<file path="src/rtl/nn_loader_pkg.sv">
// Shared types and sizes for the nn_input_loader slice.
package nn_loader_pkg;
    localparam int DW  = 5;
    localparam int N_X = 4;
    localparam int N_W = 28;

    typedef logic signed [DW-1:0] word_t;

    typedef enum logic [2:0] {IDLE, LOAD_W, LOAD_X, ISSUE, WAIT} state_t;
endpackage

</file>
<file path="src/rtl/nn_frame_shift.sv">
// Counted shadow register: words land at shadow[cnt], commit copies the frame
// (including the word written on the same edge) to the output bus.
module nn_frame_shift
    import nn_loader_pkg::*;
#(
    parameter int DEPTH = N_W,
    parameter int CW    = $clog2(DEPTH)
) (
    input  logic                        clk,
    input  logic                        rst,
    input  logic                        wr_en,
    input  word_t                       wr_data,
    input  logic                        clr,
    input  logic                        commit,
    output logic                        at_last,
    output logic [DEPTH-1:0][DW-1:0]    bus
);
    logic [CW-1:0]              cnt;
    logic [DEPTH-1:0][DW-1:0]   shadow, shadow_nxt;

    for (genvar i = 0; i < DEPTH; i++) begin : g_word
        assign shadow_nxt[i] = (wr_en && cnt == CW'(i)) ? wr_data : shadow[i];
    end

    assign at_last = (cnt == CW'(DEPTH-1));

    always_ff @(posedge clk) begin
        if (rst) begin
            shadow <= '0;
            bus    <= '0;
            cnt    <= '0;
        end else begin
            shadow <= shadow_nxt;
            if (clr)        cnt <= '0;
            else if (wr_en) cnt <= cnt + 1'b1;
            if (commit)     bus <= shadow_nxt;
        end
    end
endmodule

</file>
<file path="src/rtl/nn_input_loader.sv">
// Stream-to-operand loader for the 4-4-2 network: assembles weight/input frames,
// issues one inference per input frame and waits for both result strobes.
// Optional: define NN_LOADER_FRAME_CHK_EN to enforce s_last framing.
module nn_input_loader
    import nn_loader_pkg::*;
#(
    parameter int TIMEOUT = 64
) (
    input  logic               clk,
    input  logic               rst,
    input  logic               s_valid,
    output logic               s_ready,
    input  logic [DW-1:0]      s_data,
    input  logic               s_kind,
    input  logic               s_last,
    output logic [N_X*DW-1:0]  x_bus,
    output logic [N_W*DW-1:0]  w_bus,
    output logic               in_ready,
    input  logic               out0_ready,
    input  logic               out1_ready,
    output logic               busy,
    output logic               w_loaded,
    output logic               err
);
    localparam int TW = (TIMEOUT > 1) ? $clog2(TIMEOUT) : 1;

    state_t         state, state_nxt;
    logic           xfer, w_last, x_last, cur_last, early, late;
    logic           wr_w, wr_x, clr_w, clr_x, com_w, com_x, set_err, set_wl;
    logic           r0, r1, drain, drain_nxt;
    logic [TW-1:0]  timer;

    nn_frame_shift #(.DEPTH(N_W)) u_w_shift (
        .clk(clk), .rst(rst), .wr_en(wr_w), .wr_data(word_t'(s_data)),
        .clr(clr_w), .commit(com_w), .at_last(w_last), .bus(w_bus)
    );

    nn_frame_shift #(.DEPTH(N_X)) u_x_shift (
        .clk(clk), .rst(rst), .wr_en(wr_x), .wr_data(word_t'(s_data)),
        .clr(clr_x), .commit(com_x), .at_last(x_last), .bus(x_bus)
    );

    assign s_ready  = (state == IDLE) || (state == LOAD_W) || (state == LOAD_X);
    assign in_ready = (state == ISSUE) || (state == WAIT);
    assign busy     = in_ready;
    assign xfer     = s_valid && s_ready;
    assign cur_last = (state == LOAD_W) ? w_last : (state == LOAD_X) ? x_last : 1'b0;

`ifdef NN_LOADER_FRAME_CHK_EN
    assign early = s_last && !cur_last;
    assign late  = !s_last && cur_last;
`else
    // Frames are delimited by count alone; drain never arms in this build.
    assign early = 1'b0;
    assign late  = 1'b0;
`endif

    always_ff @(posedge clk) begin
        if (rst) state <= IDLE;
        else     state <= state_nxt;
    end

    always_comb begin
        state_nxt = state;
        wr_w      = 1'b0;
        wr_x      = 1'b0;
        clr_w     = 1'b0;
        clr_x     = 1'b0;
        com_w     = 1'b0;
        com_x     = 1'b0;
        set_err   = 1'b0;
        set_wl    = 1'b0;
        drain_nxt = drain;
        case (state)
            IDLE: if (xfer) begin
                if (drain) begin
                    if (s_last) drain_nxt = 1'b0;
                end else if (early) begin
                    set_err = 1'b1;
                end else if (s_kind) begin
                    wr_w      = 1'b1;
                    state_nxt = LOAD_W;
                end else begin
                    wr_x      = 1'b1;
                    state_nxt = LOAD_X;
                end
            end
            LOAD_W: if (xfer) begin
                if (early || late) begin
                    set_err   = 1'b1;
                    clr_w     = 1'b1;
                    drain_nxt = late;
                    state_nxt = IDLE;
                end else begin
                    wr_w = 1'b1;
                    if (w_last) begin
                        com_w     = 1'b1;
                        clr_w     = 1'b1;
                        set_wl    = 1'b1;
                        state_nxt = IDLE;
                    end
                end
            end
            LOAD_X: if (xfer) begin
                if (early || late) begin
                    set_err   = 1'b1;
                    clr_x     = 1'b1;
                    drain_nxt = late;
                    state_nxt = IDLE;
                end else begin
                    wr_x = 1'b1;
                    if (x_last) begin
                        clr_x     = 1'b1;
                        state_nxt = IDLE;
                        // Inputs without weights are dropped rather than issued.
                        if (w_loaded) begin
                            com_x     = 1'b1;
                            state_nxt = ISSUE;
                        end else begin
                            set_err = 1'b1;
                        end
                    end
                end
            end
            ISSUE: state_nxt = WAIT;
            WAIT: begin
                if ((r0 || out0_ready) && (r1 || out1_ready)) begin
                    state_nxt = IDLE;
                end else if (timer == TW'(TIMEOUT-1)) begin
                    set_err   = 1'b1;
                    state_nxt = IDLE;
                end
            end
            default: state_nxt = IDLE;
        endcase
    end

    always_ff @(posedge clk) begin
        if (rst) begin
            err      <= 1'b0;
            w_loaded <= 1'b0;
            drain    <= 1'b0;
            r0       <= 1'b0;
            r1       <= 1'b0;
            timer    <= '0;
        end else begin
            drain <= drain_nxt;
            if (set_err) err      <= 1'b1;
            if (set_wl)  w_loaded <= 1'b1;
            if (state == ISSUE) begin
                r0    <= 1'b0;
                r1    <= 1'b0;
                timer <= '0;
            end else if (state == WAIT) begin
                r0    <= r0 | out0_ready;
                r1    <= r1 | out1_ready;
                timer <= timer + 1'b1;
            end
        end
    end
endmodule

</file>
<file path="config.mk">
export PLATFORM = sky130hd
export DESIGN_NAME = nn_input_loader
export DESIGN_NICKNAME = d
export VERILOG_FILES = /design/src/rtl/nn_loader_pkg.sv /design/src/rtl/nn_frame_shift.sv /design/src/rtl/nn_input_loader.sv
export SDC_FILE = /design/constraint.sdc
export NUM_CORES = 1
export LEC_CHECK = 0
export BUFFER_PORTS_ARGS = -buffer_cell sky130_fd_sc_hd__clkbuf_2
export CAP_MARGIN = 20
export CORE_UTILIZATION = 50
export CTS_CLUSTER_SIZE = 40
export DETAILED_ROUTE_END_ITERATION = 10
export PLACE_DENSITY_LB_ADDON = 0.3
export SETUP_SLACK_MARGIN = 0.15
export SYNTH_ARGS = -nofsm -noshare
export SYNTH_HDL_FRONTEND = slang
export SYNTH_SLANG_ARGS = --single-unit
</file>
<file path="constraint.sdc">
create_clock -name clk -period 3.16 [get_ports clk]
set_input_delay 0.158 -clock clk [delete_from_list [all_inputs] [get_ports clk]]
set_output_delay 0.158 -clock clk [all_outputs]
set_load 0.01 [all_outputs]
</file>
# Word level (Yosys, flattened, before mapping)
# Cells that the tools add are included.
# word_totals
regBits	341
latchBits	0
ram_bits	0
romBits	0
output_inout_bits	165
word_cells	237
memories	0
# classes
n_addsub	3
multipliers	0
div_mod_pow	0
magnitude_cmp	0
eq_ne	42
n_shift	0
n_mux	70
bitwise	2
reduce_logical	47
# ops
operator	count
$mux 5	32
$eq 5x5->1 const B	12
$eq 5x4->1 const B	8
$logic_and 1x1->1	34
$mux 1	24
$mux 3	8
$eq 5x3->1 const B	4
$pmux 3 s5	1
$eq 5x2->1 const B	2
$ne 2x2->1 const B	4
$reduce_and 7->1	1
$add 6x1->6 const B	1
$eq 3x2->1 const B	2
$eq 6x6->1 const B	1
$pmux 1 s2	3
$reduce_or 2->1	3
$add 5x1->5 const B	1
$eq 5x1->1 const B	1
$logic_not 5->1	1
$logic_or 1x1->1	5
$eq 2x2->1 const B	2
$mux 2	2
$ne 2x1->1 const B	2
$eq 3x1->1 const B	1
other kinds (8)	9

# Longest topological paths before layout
# depth
ltp_word	8
mapped_depth	7
mapped_depth_nobuf	6

# Modules after synthesis
# From an unflattened synthesis, not the netlist that was laid out.
# unflattened
hier_cells	1424
hier_area_um2	12909.9
# by_module_without_submodules
mod	instances	cells_per_inst	area_each_um2	seq_area_each_um2
nn_frame_shift at u_w_shift	1	1169	10503.8	5705.5
nn_frame_shift at u_x_shift	1	170	1690.4	840.8
nn_input_loader	1	85	715.7	280.3

# Least setup slack after synthesis
# OpenSTA, ideal clock, no wires.
# synth_timing
path_kind	register to register
from	register u_w_shift.cnt[0]
to	register u_w_shift.bus[122] in the netlist's numbering
setup_ps	134
arrival_time_ps	1578
required_time_ps	3026
path_slack_ps	1447
stages_incl_launch_ff	8
n_path_buf	3
cell_sequence	dfxtp_1 -> ha_1 -> and4b_1 -> and4b_1 -> clkbuf_1 -> buf_2 -> buf_2 -> a211oi_1
# synth_via
elab_chain_len	4
# synth_lines
element	line_no	source
start, declared	nn_frame_shift.sv:18	logic [CW-1:0] cnt;
start signal, assigned	nn_frame_shift.sv:35	else if (wr_en) cnt <= cnt + 1'b1;
$eq 5x5->1	nn_frame_shift.sv:25	assign at_last = (cnt == CW'(DEPTH-1));
$mux 1	nn_input_loader.sv:96	if (w_last) begin
$mux 1	nn_input_loader.sv:88	LOAD_W: if (xfer) begin
$mux 1	nn_input_loader.sv:74	case (state)
end signal, assigned	nn_frame_shift.sv:36	if (commit) bus <= shadow_nxt;
end, declared	nn_frame_shift.sv:16	output logic [DEPTH-1:0][DW-1:0] bus
# Several ways; a longest one is shown, not always the timed one.
# A chain may end at the register's enable or synchronous reset.

# Worst setup path in the final report
# layout_timing
from	register u_w_shift.cnt[0]
to	register u_w_shift.bus[48] in the netlist's numbering
# Same word-level chain as after synthesis.

==> results.cfg <==
[critical_path]
cp-end-kind = register
cp_data_required_time_ps = 3560
cp.arrival_ps = 2800
critPathLaunchType = register
crit_buf_inv = 0
path_cells = ha_1 > nor2b_1 > o2111ai_2 > mux2i_1 > a211oi_1
slowest_delay_ps = 710
slowest_stage = nor2b_1
critPathTopFamily = compound AO/OA/AOI/OAI gates
crit_type = reg -> reg
cp-startpoint = u_w_shift.cnt[0]$_SDFFE_PP0P_
cp_max_fo = 5
rr_startpoint = u_w_shift.cnt[0]$_SDFFE_PP0P_

[yosys]
synth_edf_count = 0
seq_area_frac_synth = 0.542
synth.distinct_cells = 42
syn_area_per_cell_um2 = 10.2
async_reset_ff_frac = 0
ys_warn_count = 0
synth_ff_type = dfxtp_1
synth_nets = 1262
netlist_area_um2 = 12600
ys_seq_elements = 341
synthCells = 1240

[routing]
via_per_inst = 5.44
wl_per_cell_um = 17.2
drt_iter0_drc = 770
num_vias = 9290
routed_wl_mm = 29.4
ant_nets = 0
drcViolationCount = 0
drt_pass1_iterations = 4

[die]
initial_utilization = 0.514
num_rows = 57
die-area_um2 = 25800
pin_count = 177
die_x_um = 161
fp.coreArea_um2 = 24500
die_y_um = 161

[clock_network]
clockBufferDepth = 3
cts_tree = built
clk_pin_slew_ps = 60
ctsRootBufferMaster = clkbuf_16
cts_resized = 0
clkLatencyLatePin_ps = 510
post_cts_buffers = 0
postCtsHoldBufs = 4
cts_buffers = 36
clock-sinks = 341
htreeDepth = 2

[grt]
grt_pass1_vias = 8747
grt_antenna_before_repair = 0
grt_use_total = 0.224
grt-ovfl-total = 0
grt_start_max_net_pins = 182
grt_pass1_wl_mm = 46.6

[final_layout]
postLayoutCellArea_um2 = 14800
layout_common_cells = 340 x dfxtp_1, 332 x nor2_1, 175 x clkbuf_2
areaGrowthSynthToFinish_pct = 17.7
final_common_cell = dfxtp_1
nets = 1383
fin_util = 0.604
drive_gt1_frac = 0.204
diodes = 0

[placed_design]
pre_cts_ws_ps = 869
port_buffers = 176
dp_hpwl_mm = 17.4
place.gp.congestion = 0.755
postPlaceCellArea_um2 = 13600

[sta]
setup_viol = 0
min_period_ps = 2400
skew_ps = 17.6
rsz0062_at_grt = false
fmax_ghz = 0.417
slew_violations = 0
finalCritPeriodShare = 0.759
hold_viol_final = 0
slew-limit-headroom = 0.260
worst_pin_slew_ps = 1110
layout_setup_ws_ps = 761
tns_ps = 0

[power]
p_leak_nw = 6.63
switchingPower_w = 0.00193
seqPwrFrac = 0.485
powerDensity_nw_per_um2 = 605
swShare = 0.215
total_power_w = 0.00897
internal_power_w = 0.00705
p_comb_frac = 0.039
p_clk_frac = 0.476
ir_drop_mv = 0.390

[outcome]
status = complete, no violations

[hold_path]
worstHoldPathType = in -> reg
hp-start = s_valid

[flow_run]
cap_violations = 0
==> final cells by class <==
cell class | instances | area (µm²)
Sequential cell | 341 | 6830
Fill cell | 2114 | 9710
Multi-Input combinational cell | 777 | 5260
Inverter | 9 | 33.8
Timing Repair Buffer | 196 | 1090
Clock inverter | 12 | 163
Clock buffer | 50 | 1040
Tap cell | 324 | 405
==> synth_stat cells (7+ instances only) <==
library cell	n	share of area
ha_1	10	0.0099
nor2_1	332	0.099
dfxtp_1	341	0.54
nor2b_1	9	0.0045
a211oi_1	160	0.095
inv_1	9	0.0027
clkbuf_1	66	0.020
o2111ai_2	21	0.025
nand4_1	7	0.0035
buf_2	40	0.016
nor3_1	7	0.0028
mux2i_1	165	0.13
==> worst min-delay path, delay by kind of cell <==
kind | cells | cell delay [ps]
and+or+nand+nor | 2 | 190
buffers and inverters | 1 | 160
xor gates and xnor gates | 1 | 130
==> registers in the layout (all words and copies together) (netlist names) <==
| name | count |
|---|---|
| u_x_shift.bus | 20 |
| err | 1 |
| u_w_shift.shadow | 140 |
| r1 | 1 |
| r0 | 1 |
| u_x_shift.shadow | 20 |
| u_w_shift.cnt | 5 |
| u_w_shift.bus | 140 |
| state | 3 |
| drain | 1 |
| w_loaded | 1 |
| u_x_shift.cnt | 2 |
| timer | 6 |
==> power groups by stage <==
stage          sequential [W]  clock [W]  combinational [W]
2_1_floorplan         0.00443          0           0.000276
3_3_place_gp          0.00444          0           0.000343
3_5_place_dp          0.00444          0           0.000347
4_1_cts               0.00435    0.00436           0.000353
5_1_grt               0.00435    0.00453           0.000383
6_report              0.00435    0.00427           0.000354
==> metrics by stage <==
stage,cells,hold WS [ps]
after floorplan,1240,262
after global placement,1643,359
after detailed placement,1643,370
after CTS,1709,161
after global routing,1709,233
final,1709,184
==> cell families (layout without fill, tap and decap cells) <==
kind of cell / Yosys count / after routing / synth area share
flops: 341 / 341 / 0.542
compound gates: 206 / 206 / 0.143
simple gates: 387 / 387 / 0.126
buf+inv: 122 / 267 / 0.0418
mux: 165 / 165 / 0.131
xor+xnor: 9 / 9 / 0.00626
fa+ha+maj: 10 / 10 / 0.00993
==> final timing paths <==
path	end	slack (ps)	cells past startpoint
worst max-delay path	u_w_shift.bus[48]$_SDFFE_PP0P_	760	5
worst min-delay path	u_x_shift.cnt[0]$_SDFFE_PP0P_	180	4
worst max register to register	u_w_shift.bus[48]$_SDFFE_PP0P_	760	5
worst min register to register	r0$_SDFFE_PP0N_	470	2
==> layer usage <==
| metal | global-route usage | vias up | part of all wire |
|---|---|---|---|
| li1 | - | 4560 | - |
| met1 | 0.306 | 4465 | 0.47 |
| met2 | 0.366 | 221 | 0.47 |
| met3 | 0.0382 | 44 | 0.044 |
| met4 | 0.0583 | 0 | 0.017 |
| met5 | 0 | - | 0 |
Note: power is estimated with default switching activity, not from simulation.
